`config.mk`:
```
export PLATFORM = sky130hd
export DESIGN_NAME = pleiads_input_ctrl
export DESIGN_NICKNAME = d
export VERILOG_FILES = /design/src/rtl/pleiads_input_pkg.sv /design/src/rtl/coin_pulse_gen.sv /design/src/rtl/pleiads_input_ctrl.sv
export SDC_FILE = /design/constraint.sdc
export NUM_CORES = 1
export LEC_CHECK = 0
export CAP_MARGIN = 20
export CELL_PAD_IN_SITES_DETAIL_PLACEMENT = 2
export CELL_PAD_IN_SITES_GLOBAL_PLACEMENT = 2
export CORE_ASPECT_RATIO = 0.9
export CORE_MARGIN = 5
export CORE_UTILIZATION = 30
export DETAILED_ROUTE_END_ITERATION = 7
export MAX_ROUTING_LAYER = met4
export PLACE_DENSITY_LB_ADDON = 0.05
export SLEW_MARGIN = 20
export SYNTH_ARGS = -nofsm -noshare
export SYNTH_HDL_FRONTEND = slang
export SYNTH_SLANG_ARGS = --single-unit
```
`constraint.sdc`:
```
create_clock -name clk_sys -period 2.19 [get_ports clk_sys]
set_input_delay 0.438 -clock clk_sys [delete_from_list [all_inputs] [get_ports clk_sys]]
set_output_delay 0.438 -clock clk_sys [all_outputs]
set_load 0.005 [all_outputs]
```
`src/rtl/pleiads_input_pkg.sv`:
```
// Shared definitions for the Pleiads player-input front end.
package pleiads_input_pkg;

  localparam int unsigned KEY_W     = 16;
  localparam int unsigned KEY_IDX_W = 4;
  localparam int unsigned CNT_W     = 18;

  // Key-state bit indices
  localparam int unsigned K_UP         = 0;
  localparam int unsigned K_DOWN       = 1;
  localparam int unsigned K_LEFT       = 2;
  localparam int unsigned K_RIGHT      = 3;
  localparam int unsigned K_CTRL       = 4;
  localparam int unsigned K_FIRE       = 5;
  localparam int unsigned K_START1     = 6;
  localparam int unsigned K_START2     = 7;
  localparam int unsigned K_COIN1      = 8;
  localparam int unsigned K_COIN2      = 9;
  localparam int unsigned K_P2_UP      = 10;
  localparam int unsigned K_P2_DOWN    = 11;
  localparam int unsigned K_P2_LEFT    = 12;
  localparam int unsigned K_P2_RIGHT   = 13;
  localparam int unsigned K_P2_FIRE    = 14;
  localparam int unsigned K_P2_BARRIER = 15;

  // Scan codes matched regardless of the E0 flag
  localparam logic [7:0] SC_UP    = 8'h75;
  localparam logic [7:0] SC_DOWN  = 8'h72;
  localparam logic [7:0] SC_LEFT  = 8'h6B;
  localparam logic [7:0] SC_RIGHT = 8'h74;
  localparam logic [7:0] SC_CTRL  = 8'h14;

  // Scan codes matched only without the E0 flag
  localparam logic [7:0] SC_SPACE      = 8'h29;
  localparam logic [7:0] SC_START1_A   = 8'h05;
  localparam logic [7:0] SC_START1_B   = 8'h16;
  localparam logic [7:0] SC_START2_A   = 8'h06;
  localparam logic [7:0] SC_START2_B   = 8'h1E;
  localparam logic [7:0] SC_COIN1      = 8'h2E;
  localparam logic [7:0] SC_COIN2      = 8'h36;
  localparam logic [7:0] SC_P2_UP      = 8'h2D;
  localparam logic [7:0] SC_P2_DOWN    = 8'h2B;
  localparam logic [7:0] SC_P2_LEFT    = 8'h23;
  localparam logic [7:0] SC_P2_RIGHT   = 8'h34;
  localparam logic [7:0] SC_P2_FIRE    = 8'h1C;
  localparam logic [7:0] SC_P2_BARRIER = 8'h1B;

  typedef enum logic [1:0] {
    CS_IDLE     = 2'd0,
    CS_HOLD     = 2'd1,
    CS_WAIT_REL = 2'd2
  } coin_state_e;

  typedef struct packed {
    logic                 hit;
    logic [KEY_IDX_W-1:0] idx;
  } key_sel_t;

  // Map a 9-bit scan code (bit 8 = E0) to a key-state bit
  function automatic key_sel_t decode_key(input logic [8:0] code);
    key_sel_t s;
    s.hit = 1'b1;
    s.idx = '0;
    case (code[7:0])
      SC_UP:    s.idx = KEY_IDX_W'(K_UP);
      SC_DOWN:  s.idx = KEY_IDX_W'(K_DOWN);
      SC_LEFT:  s.idx = KEY_IDX_W'(K_LEFT);
      SC_RIGHT: s.idx = KEY_IDX_W'(K_RIGHT);
      SC_CTRL:  s.idx = KEY_IDX_W'(K_CTRL);
      default: begin
        if (code[8]) begin
          s.hit = 1'b0;
        end else begin
          case (code[7:0])
            SC_SPACE:      s.idx = KEY_IDX_W'(K_FIRE);
            SC_START1_A,
            SC_START1_B:   s.idx = KEY_IDX_W'(K_START1);
            SC_START2_A,
            SC_START2_B:   s.idx = KEY_IDX_W'(K_START2);
            SC_COIN1:      s.idx = KEY_IDX_W'(K_COIN1);
            SC_COIN2:      s.idx = KEY_IDX_W'(K_COIN2);
            SC_P2_UP:      s.idx = KEY_IDX_W'(K_P2_UP);
            SC_P2_DOWN:    s.idx = KEY_IDX_W'(K_P2_DOWN);
            SC_P2_LEFT:    s.idx = KEY_IDX_W'(K_P2_LEFT);
            SC_P2_RIGHT:   s.idx = KEY_IDX_W'(K_P2_RIGHT);
            SC_P2_FIRE:    s.idx = KEY_IDX_W'(K_P2_FIRE);
            SC_P2_BARRIER: s.idx = KEY_IDX_W'(K_P2_BARRIER);
            default:       s.hit = 1'b0;
          endcase
        end
      end
    endcase
    return s;
  endfunction

endpackage

```
`src/rtl/coin_pulse_gen.sv`:
```
// Coin pulse shaper: one fixed-width pulse per press of the coin source.
module coin_pulse_gen
  import pleiads_input_pkg::*;
#(
  parameter int unsigned COIN_HOLD = 176000
) (
  input  logic clk_sys,
  input  logic reset_n,
  input  logic clear,
  input  logic coin_src,
  output logic pulse
);

  localparam logic [CNT_W-1:0] LOAD = CNT_W'(COIN_HOLD - 1);

  coin_state_e      state;
  logic [CNT_W-1:0] cnt;

  // Coin FSM; the pulse is registered alongside the state it belongs to
  always_ff @(posedge clk_sys or negedge reset_n) begin
    if (!reset_n) begin
      state <= CS_IDLE;
      cnt   <= '0;
      pulse <= 1'b0;
    end else if (clear) begin
      state <= CS_IDLE;
      cnt   <= '0;
      pulse <= 1'b0;
    end else begin
      case (state)
        CS_IDLE: begin
          if (coin_src) begin
            state <= CS_HOLD;
            cnt   <= LOAD;
            pulse <= 1'b1;
          end
        end
        CS_HOLD: begin
          if (cnt == '0) begin
            state <= CS_WAIT_REL;
            pulse <= 1'b0;
          end else begin
            cnt <= cnt - CNT_W'(1);
          end
        end
        CS_WAIT_REL: begin
          if (!coin_src) state <= CS_IDLE;
        end
        default: begin
          state <= CS_IDLE;
          pulse <= 1'b0;
        end
      endcase
    end
  end

endmodule

```
`src/rtl/pleiads_input_ctrl.sv`:
```
// Pleiads player input: PS/2 event decode, key state, joystick merge, coin shaping.
module pleiads_input_ctrl
  import pleiads_input_pkg::*;
#(
  parameter int unsigned COIN_HOLD = 176000
) (
  input  logic        clk_sys,
  input  logic        reset_n,
  input  logic        clear,
  input  logic [10:0] ps2_key,
  input  logic [15:0] joy,
  output logic        btn_left,
  output logic        btn_right,
  output logic        btn_fire,
  output logic        btn_barrier,
  output logic [1:0]  btn_player_start,
  output logic        btn_coin
);

  logic             tog_q;
  logic             armed;
  logic [KEY_W-1:0] keys;
  logic [KEY_W-1:0] key_m;
  key_sel_t         sel;
  logic             ev;
  logic             coin_src;
  logic             unused_bits;

  // Decode the current scan code and detect a toggle event
  always_comb begin
    sel      = decode_key(ps2_key[8:0]);
    ev       = armed && (ps2_key[10] != tog_q);
    key_m    = clear ? '0 : keys;
    coin_src = keys[K_COIN1] | keys[K_COIN2] | joy[7];
  end

  // Event detector and key-state register; first edge after reset/clear only arms
  always_ff @(posedge clk_sys or negedge reset_n) begin
    if (!reset_n) begin
      tog_q <= 1'b0;
      armed <= 1'b0;
      keys  <= '0;
    end else if (clear) begin
      armed <= 1'b0;
      keys  <= '0;
    end else if (!armed) begin
      tog_q <= ps2_key[10];
      armed <= 1'b1;
    end else if (ev) begin
      tog_q <= ps2_key[10];
      if (sel.hit) keys[sel.idx] <= ps2_key[9];
    end
  end

  // Merge key states with joystick bits into the registered outputs
  always_ff @(posedge clk_sys or negedge reset_n) begin
    if (!reset_n) begin
      btn_left         <= 1'b0;
      btn_right        <= 1'b0;
      btn_fire         <= 1'b0;
      btn_barrier      <= 1'b0;
      btn_player_start <= 2'b00;
    end else begin
      btn_left            <= key_m[K_LEFT]  | key_m[K_P2_LEFT]    | joy[1];
      btn_right           <= key_m[K_RIGHT] | key_m[K_P2_RIGHT]   | joy[0];
      btn_fire            <= key_m[K_FIRE]  | key_m[K_P2_FIRE]    | joy[4];
      btn_barrier         <= key_m[K_CTRL]  | key_m[K_P2_BARRIER] | joy[5];
      btn_player_start[0] <= key_m[K_START1] | joy[5];
      btn_player_start[1] <= key_m[K_START2] | joy[6];
    end
  end

  coin_pulse_gen #(
    .COIN_HOLD (COIN_HOLD)
  ) u_coin (
    .clk_sys  (clk_sys),
    .reset_n  (reset_n),
    .clear    (clear),
    .coin_src (coin_src),
    .pulse    (btn_coin)
  );

  // Up/down keys and spare joystick bits are tracked or present but not consumed
  assign unused_bits = ^{joy[15:8], joy[3:2], keys[K_UP], keys[K_DOWN],
                         keys[K_P2_UP], keys[K_P2_DOWN]};

endmodule

```
==> results by group, run 1 <==
Finish
  • Most frequent cells in the layout: 64 x buf_4, 41 x dfrtp_1, 28 x nor2_1, 21 x nand2_1, 17 x clkdlybuf4s50_1
  • Multi-input logic area: ~1800 sq um
  • Layout area overhead: 57.39%
  • Share of layout cells above drive strength 1: 0.4620
  • Leading cell type in the layout, fill and taps excluded: buf_4
  • Sequential cell area: 1026 sq um
  • Final nets: just under 400
  • Final non-filler cell total: around 470
  • Fill cells: 847
  • Ant. Diodes: 0

Drt
  • Avg Vias per Cell: 5.488
  • Via Count: 2563
  • Drt drc: 0
  • Final ANT Viol Nets: 0
  • DRT iter0 DRCs: 64
  • Mean routed wirelength per cell: 21.80 um
  • Initial DRT Pass Iterations: 4
  • Total routed wirelength: 10180 um

Clock tree
  • Clk sinks: 41
  • H-Tree Depth: 2
  • TritonCTS clock tree: done
  • Cts bufs inserted: 5
  • Root buf cell: clkbuf_8
  • Clk_lat worst skew: 0.31 ns
  • Hold-fix buffers at CTS: 0
  • Longest Clk Path Bufs: 2
  • CTS clock-pin slew for the worst setup and hold paths: roughly 0.1 ns

Timing
  • Worst-margin pin slew: 0.5787 ns
  • Achievable Freq: 420.3 MHz
  • Slew HR: 0.6128
  • Slack of the critical path: -0.1892 ns
  • Post-route minimum period: 2.379 ns
  • Setup TNS: -2.628 ns
  • Hold Fails Final Rpt: 0
  • Final Max Slew Viols: 0
  • RSZ-0062 raised after global routing: yes
  • Final setup viols: 23
  • Tcrit/Tclk final: 1.086
  • Clk_skew: approximately 0.0050 ns

Die
  • Placement Rows: 31
  • Die Y: 96.84 um
  • Die area: 10310 sq um
  • I/O pin cnt: 37
  • Initial Util: 0.3101
  • Die width: 106.5 um
  • Placeable Area: 8107 sq um

Critical path
  • Setup Crit Path Kind: flop to flop
  • Reg-to-reg endpoint: u_coin.cnt[5]
  • CP endpoint: u_coin.cnt[5]
  • Worst reg2reg path startpoint: u_coin.cnt[1]
  • Setup crit start: u_coin.cnt[1]
  • CP endpoint kind: flop
  • Largest fanout on the critical path: 7
  • WP data required: ~2.4 ns
  • R2R cell count: 9
  • CP Launch Type: flop
  • WP data arrival: 2.56 ns
  • Worst reg-to-reg setup slack: -0.19 ns

Yosys
  • Area contributors post-synth: dfrtp_1 41%, nor2_1 4.6%, mux2i_1 4.0%
  • Sequential cell area fraction in the yosys report: 0.4082
  • EDFF count, synth: 0
  • Share of the synthesized area in the top cell type: 0.4082
  • Top_reg_cell synth: dfrtp_1
  • Yosys cell types: 59
  • Mapped Nets: 303
  • Mapped Area: 2514 sq um
  • Yosys warning count: 0
  • Mapped Cells: 272
  • Asr flop ratio synth: 1.000
  • Syn_area_per_cell: 9.241 sq um
  • Synthesis-stage register bit count: 41
  • Synth area leader: dfrtp_1

Placement
  • IO Port Bufs: 26
  • Post-Place Cells: roughly 450
  • Final HPWL DP: 6369 um
  • Pre-CTS setup slack: -0.8027 ns
  • Placer congestion estimate: 0.8839

Power
  • Pwr/cell area: 483.6 nW/um^2
  • Static Leak: 0.001647 uW
  • Maximum VDD drop: about 270 uV

Outcome
  • Failing checks: negative setup slack
  • Status: finished, violations left

GRT
  • Vias in the first global route: 2858
  • Initial antenna violation count: 0
  • Largest net degree at the start of global routing: 42
  • First-pass GRT wire length: 15040 um
  • Total grt overflow: 0
  • GRT Total Usage: 0.1842

Flow run
  • MaxCap Viol Count: 0

Hold path
  • Worst Hold Class: input pin to asynchronous set/reset pin
-- worst max-delay path, cell delays in order (launching register included) --
cell and delay, ns:
dfrtp_1 0.41, inv_2 0.09, ha_4 0.13, or4b_4 0.45, and4bb_2 0.38, a311oi_4 0.13, or2_4 0.31, buf_12 0.15
a21oi_2 0.13, a311oi_1 0.07
-- worst min-delay path by stage --
stage                  from                   to  slack (ns)  cells past startpoint
floorplan           reset_n                armed        0.14                      0
finish              reset_n              keys[2]        0.19                      2
CTS                 reset_n              keys[3]        0.21                      2
global route        reset_n              keys[3]        0.24                      2
global placement    keys[7]  btn_player_start[1]        0.48                      1
detailed placement  keys[7]  btn_player_start[1]        0.50                      1
-- report_power, final --
part / switching, uW / leakage [uW] / internal [uW]
combinational: 267 / 0.00107 / 262
sequential: 40.6 / 0.000529 / 794
clock: 322 / 0.0000445 / 227
-- per-layer routing --
metal	global-route usage	vias to the layer above	share of wire
met5	-	-	0
met4	0.03933	0	0.0064
met3	0.02264	7	0.018
met2	0.2971	24	0.51
met1	0.2494	1329	0.46
li1	-	1203	-
-- what timing repair did --
item                       in CTS  in global routing
setup endpoints to repair      30                 31
setup buffers                   6                  5
pin swaps                      24                 27
gates resized for setup        81                 41
hold endpoints to repair        0                  0
-- kinds of logic (layout without fill, tap and decap cells) --
logic type | after synthesis | in the layout | synth area share
mux | 12 | 12 | 0.04878
flops | 41 | 41 | 0.4082
simple gates | 124 | 124 | 0.2862
compound gates | 66 | 66 | 0.1936
fa+ha+maj | 1 | 1 | 0.004977
xor+xnor | 7 | 7 | 0.02439
buf+inv | 21 | 117 | 0.03385
-- cell usage after synthesis, types with 3 or more instances --
cell type / n
o22ai_1: 3
a311oi_1: 7
a21oi_1: 18
o21bai_1: 5
o21ai_0: 6
xnor2_1: 4
nor4b_1: 5
inv_1: 8
clkbuf_1: 6
nand2_1: 23
nand3_1: 4
nand2b_1: 8
or4b_1: 5
or2_2: 5
nor2_1: 31
mux2i_1: 10
nor3_1: 8
nand4_1: 3
dfrtp_1: 41
buf_2: 4
o31ai_1: 3
nor4_1: 3
nand4b_1: 5
or3_1: 7
xor2_1: 3
a211oi_1: 4
-- state kept, by name (all words and copies together) (netlist names), 2 cells and up --
| name | flops |
|---|---|
| u_coin.cnt | 18 |
| keys | 12 |
| btn_player_start | 2 |
| u_coin.state | 2 |
-- stage by stage --
step | cell area [sq um] | hold slack [ns] | total power, uW | utilization
detailed placement | 3401 | 0.4963 | 1268 | 0.4195
global route | 3956 | 0.2400 | 2005 | 0.4880
floorplan | 2557 | 0.1424 | 1021 | -
finish | 3956 | 0.1930 | 1913 | 0.4880
CTS | 3785 | 0.2089 | 1868 | 0.4669
global placement | 3401 | 0.4849 | 1252 | 0.4195
-- area by class of cell --
cell class	count	share of cell area
clock inverters	3	0.005376
multi-input cells	210	0.4567
clock buffers	5	0.01739
repair buffers	101	0.2223
inverters	8	0.007590
flip-flops and latches	41	0.2593
well taps	99	0.03131
Power figures use the tool's default switching activity.
==> inputs of run 2 (changes only) <==
--- a/config.mk
+++ b/config.mk
@@ -10,7 +10,7 @@
 export CELL_PAD_IN_SITES_GLOBAL_PLACEMENT = 2
 export CORE_ASPECT_RATIO = 0.9
 export CORE_MARGIN = 5
-export CORE_UTILIZATION = 30
+export CORE_UTILIZATION = 33
 export DETAILED_ROUTE_END_ITERATION = 7
 export MAX_ROUTING_LAYER = met4
 export PLACE_DENSITY_LB_ADDON = 0.05
==> constraint.sdc (replaced) <==
create_clock -name clk_sys -period 2.2 [get_ports clk_sys]
set_input_delay 0.44 -clock clk_sys [delete_from_list [all_inputs] [get_ports clk_sys]]
set_output_delay 0.44 -clock clk_sys [all_outputs]
set_load 0.005 [all_outputs]
==> run 2 against run 1 <==
  * The run still ends with negative setup slack left
  * Maximum frequency shrank 9.4%
  * Non-clock buffer count grew 13
  * Core utilization grew 5.7 points
  * Combinational power grew 8.9%
  * Worst setup slack lost 0.24 ns
  * Highest routed layer unchanged
  * Sequential power is essentially flat
  * Clock power grew 24%
  * Routed wire length grew 34%
  * Global-route usage grew 7.2 points
  * Die area shrank 8.2%
  * Total power grew 9.4%
  * Critical path type unchanged
  * Register-to-register slack lost 0.24 ns
==> results by group, run 2 (synthesis gave the netlist of run 1 again) <==
Placement
  • Final HPWL DP: 6642 um (was 6369 um)
  • IO Port Bufs: 26 (unchanged)
  • Placer congestion estimate: 0.8309 (was 0.8839)
  • Pre-CTS setup slack: -0.9369 ns (was -0.8027 ns)
  • Placed instance area: 3364 sq um (was 3401 sq um)
  • Post-Place Cells: 445 (was 449)

Critical path
  • Worst reg-to-reg setup slack: -0.43 ns (was -0.19 ns)
  • Max stage delay on crit path: 0.47 ns (was 0.45 ns)
  • Slowest CP cell: dfrtp_1 (was or4b_4)
  • WP data arrival: 2.83 ns (was 2.56 ns)
  • Buf/Inv on CP: 1 (was 2)
  • Setup Crit Path Kind: flop to flop (unchanged)
  • CP endpoint kind: flop (unchanged)
  • WP data required: 2.40 ns (was 2.37 ns)
  • Reg-to-reg endpoint: u_coin.cnt[12] (was u_coin.cnt[5])
  • Top cell family by delay on the critical path: simple AND/OR/NAND/NOR gates (unchanged)
  • CP Launch Type: flop (unchanged)
  • Worst reg2reg path startpoint: u_coin.cnt[0] (was u_coin.cnt[1])
  • Largest fanout on the critical path: 11 (was 7)
  • R2R cell count: 9 (unchanged)
  • Crit-path cells: inv_2 -> ha_4 -> or4b_4 -> and4bb_4 -> a311oi_4 -> or2_4 -> nand2_1 -> xor2_1 -> nor2_1 (was inv_2 -> ha_4 -> or4b_4 -> and4bb_2 -> a311oi_4 -> or2_4 -> buf_12 -> a21oi_2 -> a311oi_1)

Clock tree
  • H-Tree Depth: 2 (unchanged)
  • Cts bufs inserted: 5 (unchanged)
  • Root buf cell: clkbuf_8 (unchanged)
  • CTS clock-pin slew for the worst setup and hold paths: 0.10 ns (about the same)
  • TritonCTS clock tree: done (unchanged)
  • Clk sinks: 41 (unchanged)
  • Longest Clk Path Bufs: 2 (unchanged)
  • Clk_lat worst skew: 0.33 ns (was 0.31 ns)

GRT
  • First-pass GRT wire length: 17770 um (was 15040 um)
  • GRT Total Usage: 0.2567 (was 0.1842)
  • Largest net degree at the start of global routing: 37 (was 42)
  • Initial antenna violation count: 0 (unchanged)
  • Vias in the first global route: 3049 (was 2858)
  • Total grt overflow: 0 (unchanged)

Timing
  • Final Max Slew Viols: 0 (unchanged)
  • Worst-margin pin slew: 0.5746 ns (was 0.5787 ns)
  • Hold Fails Final Rpt: 0 (unchanged)
  • Final setup viols: 30 (was 23)
  • Min Hold Slack: 0.4631 ns (was 0.1930 ns)
  • Slack of the critical path: -0.4262 ns (was -0.1892 ns)
  • Achievable Freq: 380.8 MHz (was 420.3 MHz)
  • Post-route minimum period: 2.626 ns (was 2.379 ns)
  • Tcrit/Tclk final: 1.194 (was 1.086)
  • Slew HR: 0.6149 (was 0.6128)
  • RSZ-0062 raised after global routing: yes (unchanged)
  • Clk_skew: 0.01730 ns (was 0.005009 ns)

Die
  • I/O pin cnt: 37 (unchanged)
  • Initial Util: 0.3365 (was 0.3101)
  • Die width: 102.0 um (was 106.5 um)
  • Placeable Area: 7470 sq um (was 8107 sq um)
  • Die area: 9465 sq um (was 10310 sq um)
  • Die Y: 92.80 um (was 96.84 um)
  • Placement Rows: 30 (was 31)

Drt
  • Mean routed wirelength per cell: 28.60 um (was 21.80 um)
  • Total routed wirelength: 13640 um (was 10180 um)
  • Final ANT Viol Nets: 0 (unchanged)
  • Initial DRT Pass Iterations: 4 (unchanged)
  • Drt drc: 0 (unchanged)
  • Via Count: 2816 (was 2563)
  • Avg Vias per Cell: 5.904 (was 5.488)
  • DRT iter0 DRCs: 145 (was 64)

Finish
  • Final nets: 411 (was 398)
  • Final non-filler cell total: 477 (was 467)
  • Leading cell type in the layout, fill and taps excluded: buf_4 (unchanged)
  • Layout area overhead: 61.82% (was 57.39%)
  • Sequential cell area: 1026 sq um (unchanged)
  • Fill cells: 755 (was 847)
  • Most frequent cells in the layout: 76 x buf_4, 41 x dfrtp_1, 29 x nor2_1, 21 x nand2_1, 16 x clkdlybuf4s50_1 (was 64 x buf_4, 41 x dfrtp_1, 28 x nor2_1, 21 x nand2_1, 17 x clkdlybuf4s50_1)
  • Finished Cell Area: 4068 sq um (was 3956 sq um)
  • Number of flip-flops in the largest register: 18 (unchanged)
  • Largest regs: u_coin.cnt: 18 flops, keys: 12 flops (unchanged)
  • Share of layout cells above drive strength 1: 0.4593 (was 0.4620)
  • Multi-input logic area: 1818 sq um (was 1807 sq um)
  • Largest register by flop count: u_coin.cnt (unchanged)
  • Ant. Diodes: 0 (unchanged)

Power
  • Seq pwr share: 0.400 (was 0.436)
  • Switching pwr: 694.1 uW (was 629.9 uW)
  • Pwr/cell area: 514.6 nW/um^2 (was 483.6 nW/um^2)
  • Maximum VDD drop: 409.8 uV (was 274.1 uV)
  • Static Leak: 0.001685 uW (was 0.001647 uW)
  • Clock power frac: 0.325 (was 0.287)
  • Logic gate share of total power: 0.275 (was 0.276)
  • Total power: 2093 uW (was 1913 uW)
  • Switching share of power: 0.3316 (was 0.3292)
  • Internal power: 1399 uW (was 1283 uW)

Outcome
  • Status: finished, violations left (unchanged)
  • Failing checks: negative setup slack (unchanged)

Hold path
  • Worst Hold Class: input pin to asynchronous set/reset pin (unchanged)

Flow run
  • MaxCap Viol Count: 0 (unchanged)
[run 2: cell types whose count changed in the layout (fill, tap and decap cells not counted), sizes merged]
cell,before,now
buf,81,91
clkbuf,8,10
bufinv,0,1
clkdlybuf4s15,0,1
clkdlybuf4s50,17,16
clkinvlp,1,0
dlygate4sd3,0,1
dlymetal6s2s,0,1
inv,9,8
[run 2: what timing repair did]
action / in CTS / in global routing
setup endpoints to repair: 31 / 32
pin swaps: 20 / 34
hold buffers: 1 / 0
buffers inserted: 7 / 16
gates resized for setup: 63 / 56
cloned: 1 / 0
endpoints found under the hold margin: 5 / 0
[run 2: worst max-delay path by stage]
stage                     slack [ns]              to     startpoint  depth (start not counted)
after floorplan                -0.10   u_coin.cnt[9]  u_coin.cnt[0]                          8
after global placement         -0.73        keys[15]     ps2_key[7]                          8
after detailed placement       -0.94        keys[15]     ps2_key[5]                          8
after CTS                      -0.15  u_coin.cnt[12]  u_coin.cnt[0]                          9
after global routing           -0.46  u_coin.cnt[12]  u_coin.cnt[0]                          9
final                          -0.43  u_coin.cnt[12]  u_coin.cnt[0]                          9
[run 2: power by group through the flow]
stage          logic, uW  clock network (uW)  registers (uW)
6_report             576                 681             837
5_1_grt              605                 732             839
4_1_cts              467                 653             826
3_5_place_dp         418                   0             837
3_3_place_gp         401                   0             835
2_1_floorplan        180                   0             837
[run 2: final cells by class]
class	count	share of cell area
tap	96	0.02953
sequential	41	0.2522
multi-input combinational	210	0.4469
clock buffer	6	0.01784
inverter	8	0.007382
timing repair buffer	114	0.2365
clock inverter	2	0.009536
[run 2: layer usage]
layer | wire length, um | GRT usage | vias to the layer above | part of all wire
met5 | 0 | - | - | 0
met4 | 478 | 0.07322 | 0 | 0.035
met3 | 479 | 0.04744 | 30 | 0.035
met2 | 6962 | 0.4215 | 91 | 0.51
met1 | 5723 | 0.3226 | 1461 | 0.42
li1 | - | - | 1234 | -
[run 2: through the flow]
step,TNS [ns],utilization
after floorplan,-1.368,-
after global placement,-8.698,0.4504
after detailed placement,-11.82,0.4504
after CTS,-1.928,0.5034
after global routing,-7.696,0.5446
final,-6.544,0.5446
==> inputs of run 3 (changes only) <==
--- a/config.mk
+++ b/config.mk
@@ -14,6 +14,7 @@
 export DETAILED_ROUTE_END_ITERATION = 7
 export MAX_ROUTING_LAYER = met4
 export PLACE_DENSITY_LB_ADDON = 0.05
+export SKIP_CTS_REPAIR_TIMING = 1
 export SLEW_MARGIN = 20
 export SYNTH_ARGS = -nofsm -noshare
 export SYNTH_HDL_FRONTEND = slang
==> run 3 against run 2 <==
  * The run still ends with negative setup slack left
  * Sequential cell count stayed put
  * Total power decreased by 5.1%
  * Via count is 5.4% lower
  * Routed wire length fell by 16%
  * Die area did not move
  * Maximum frequency up 6.2%
  * Critical path depth rose by 2
  * Core utilization fell by 2.5 points
  * Non-clock buffer count shrank 12
  * Clock power shrank 6.6%
==> results by group, run 3 (synthesis gave the netlist of run 1 again) <==
Hold path
  • Worst Hold Class: input pin to asynchronous set/reset pin (unchanged)

Power
  • Clock power frac: 0.320 (was 0.325)
  • Maximum VDD drop: 433.3 uV (was 409.8 uV)
  • Internal power: 1376 uW (was 1399 uW)
  • Seq pwr share: 0.419 (was 0.400)
  • Pwr/cell area: 511.5 nW/um^2 (was 514.6 nW/um^2)
  • Logic gate share of total power: 0.261 (was 0.275)
  • Switching share of power: 0.3073 (was 0.3316)
  • Static Leak: 0.001650 uW (was 0.001685 uW)
  • Switching pwr: 610.4 uW (was 694.1 uW)

Timing
  • Clk_skew: 0.009485 ns (was 0.01730 ns)
  • Final Max Slew Viols: 0 (unchanged)
  • RSZ-0062 raised after global routing: yes (unchanged)
  • Worst-margin pin slew: 0.5338 ns (was 0.5746 ns)
  • Final setup viols: 24 (was 30)
  • Min Hold Slack: 0.4859 ns (was 0.4631 ns)
  • Tcrit/Tclk final: 1.125 (was 1.194)
  • Hold Fails Final Rpt: 0 (unchanged)
  • Achievable Freq: 404.2 MHz (was 380.8 MHz)
  • Slack of the critical path: -0.2739 ns (was -0.4262 ns)
  • Slew HR: 0.6409 (was 0.6149)
  • Post-route minimum period: 2.474 ns (was 2.626 ns)

GRT
  • Total grt overflow: 0 (unchanged)
  • Vias in the first global route: 2828 (was 3049)
  • Initial antenna violation count: 0 (unchanged)
  • GRT Total Usage: 0.2040 (was 0.2567)
  • Largest net degree at the start of global routing: 37 (unchanged)
  • First-pass GRT wire length: 14660 um (was 17770 um)

Drt
  • Avg Vias per Cell: 5.729 (was 5.904)
  • DRT iter0 DRCs: 52 (was 145)
  • Final ANT Viol Nets: 0 (unchanged)
  • Mean routed wirelength per cell: 24.78 um (was 28.60 um)
  • Drt drc: 0 (unchanged)
  • Initial DRT Pass Iterations: 4 (unchanged)
  • Total routed wirelength: 11530 um (was 13640 um)
  • Via Count: 2664 (was 2816)

Finish
  • Fill cells: 765 (was 755)
  • Ant. Diodes: 0 (unchanged)
  • Final non-filler cell total: 465 (was 477)
  • Finished Cell Area: 3884 sq um (was 4068 sq um)
  • Largest register by flop count: u_coin.cnt (unchanged)
  • Layout area overhead: 54.50% (was 61.82%)
  • Final nets: 399 (was 411)
  • Number of flip-flops in the largest register: 18 (unchanged)
  • Largest regs: u_coin.cnt: 18 flops, keys: 12 flops (unchanged)
  • Most frequent cells in the layout: 67 x buf_4, 41 x dfrtp_1, 30 x nor2_1, 21 x nand2_1, 17 x clkdlybuf4s50_1 (was 76 x buf_4, 41 x dfrtp_1, 29 x nor2_1, 21 x nand2_1, 16 x clkdlybuf4s50_1)
  • Core Util, Final: 0.5199 (was 0.5446)
  • Share of layout cells above drive strength 1: 0.4065 (was 0.4593)
  • Leading cell type in the layout, fill and taps excluded: buf_4 (unchanged)

Die
  • Die width: 102.0 um (unchanged)
  • I/O pin cnt: 37 (unchanged)
  • Die area: 9465 sq um (unchanged)
  • Die Y: 92.80 um (unchanged)
  • Initial Util: 0.3365 (unchanged)
  • Placeable Area: 7470 sq um (unchanged)
  • Placement Rows: 30 (unchanged)

Outcome
  • Status: finished, violations left (unchanged)
  • Failing checks: negative setup slack (unchanged)

Placement
  • Placer congestion estimate: 0.8309 (unchanged)
  • Placed instance area: 3364 sq um (unchanged)
  • Final HPWL DP: 6642 um (unchanged)
  • Post-Place Cells: 445 (unchanged)
  • IO Port Bufs: 26 (unchanged)

Flow run
  • MaxCap Viol Count: 0 (unchanged)

Clock tree
  • Longest Clk Path Bufs: 2 (unchanged)
  • Clk sinks: 41 (unchanged)
  • Root buf cell: clkbuf_8 (unchanged)
  • CTS clock-pin slew for the worst setup and hold paths: 0.09 ns (was 0.10 ns)
  • Clk_lat worst skew: 0.31 ns (was 0.33 ns)
  • TritonCTS clock tree: done (unchanged)
  • Cts bufs inserted: 5 (unchanged)
  • H-Tree Depth: 2 (unchanged)

Critical path
  • CP Launch Type: flop (unchanged)
  • CP endpoint kind: flop (unchanged)
  • Setup Crit Path Kind: flop to flop (unchanged)
  • WP data arrival: 2.66 ns (was 2.83 ns)
  • Largest fanout on the critical path: 3 (was 11)
  • WP data required: 2.38 ns (was 2.40 ns)
-- run 3: area by class of cell --
class                           instances  area [sq um]  area share
Sequential cell                        41          1026      0.2642
Clock inverter                          2         38.79    0.009987
Multi-Input combinational cell        210          1738      0.4475
Inverter                                8         30.03    0.007732
Clock buffer                            6         72.57     0.01869
Tap cell                               96         120.1     0.03093
Timing Repair Buffer                  102         858.3      0.2210
-- run 3: path summary, 6_finish.rpt --
| kind | start | endpoint | slack, ns | depth (start not counted) |
|---|---|---|---|---|
| setup / recovery | u_coin.cnt[0] | u_coin.cnt[8] | -0.27 | 11 |
| hold / removal | reset_n | btn_left | 0.49 | 2 |
| setup reg to reg | u_coin.cnt[0] | u_coin.cnt[8] | -0.27 | 11 |
| hold reg to reg | u_coin.cnt[17] | u_coin.cnt[17] | 0.51 | 1 |
| max in group asynchronous | reset_n | u_coin.cnt[3] | 1.26 | 3 |
| min in group clk_sys | u_coin.cnt[17] | u_coin.cnt[17] | 0.51 | 1 |
-- run 3: routing by layer --
layer  global-route usage  share of wire  wire (um)  up-vias
met5                    -              0          0        -
met4              0.06230          0.017        201        0
met3              0.03313          0.028        327       14
met2               0.3295           0.51       5828       52
met1               0.2619           0.45       5167     1392
li1                     -              -          -     1206
-- run 3: power groups by stage --
stage | logic [uW] | registers (uW) | clock network [uW]
6_report | 518 | 832 | 636
5_1_grt | 554 | 837 | 698
4_1_cts | 425 | 823 | 653
3_5_place_dp | 418 | 837 | 0
3_3_place_gp | 401 | 835 | 0
2_1_floorplan | 180 | 837 | 0
-- run 3: through the flow --
step	total power, uW	TNS (ns)	setup slack (ns)
6_report	1986	-3.387	-0.2739
5_1_grt	2088	-5.644	-0.3491
4_1_cts	1901	-8.807	-0.6202
3_5_place_dp	1256	-11.82	-0.9369
3_3_place_gp	1235	-8.698	-0.7271
2_1_floorplan	1017	-1.368	-0.1032
-- run 3: critical path, stage by stage, from the launching register on --
cell	delay [ns]
dfrtp_1	0.43
inv_2	0.10
ha_4	0.14
or4b_4	0.46
and4bb_4	0.37
a311oi_4	0.13
nor2_2	0.19
buf_6	0.14
buf_6	0.10
a21oi_2	0.03
a21oi_1	0.15
o21ai_1	0.11
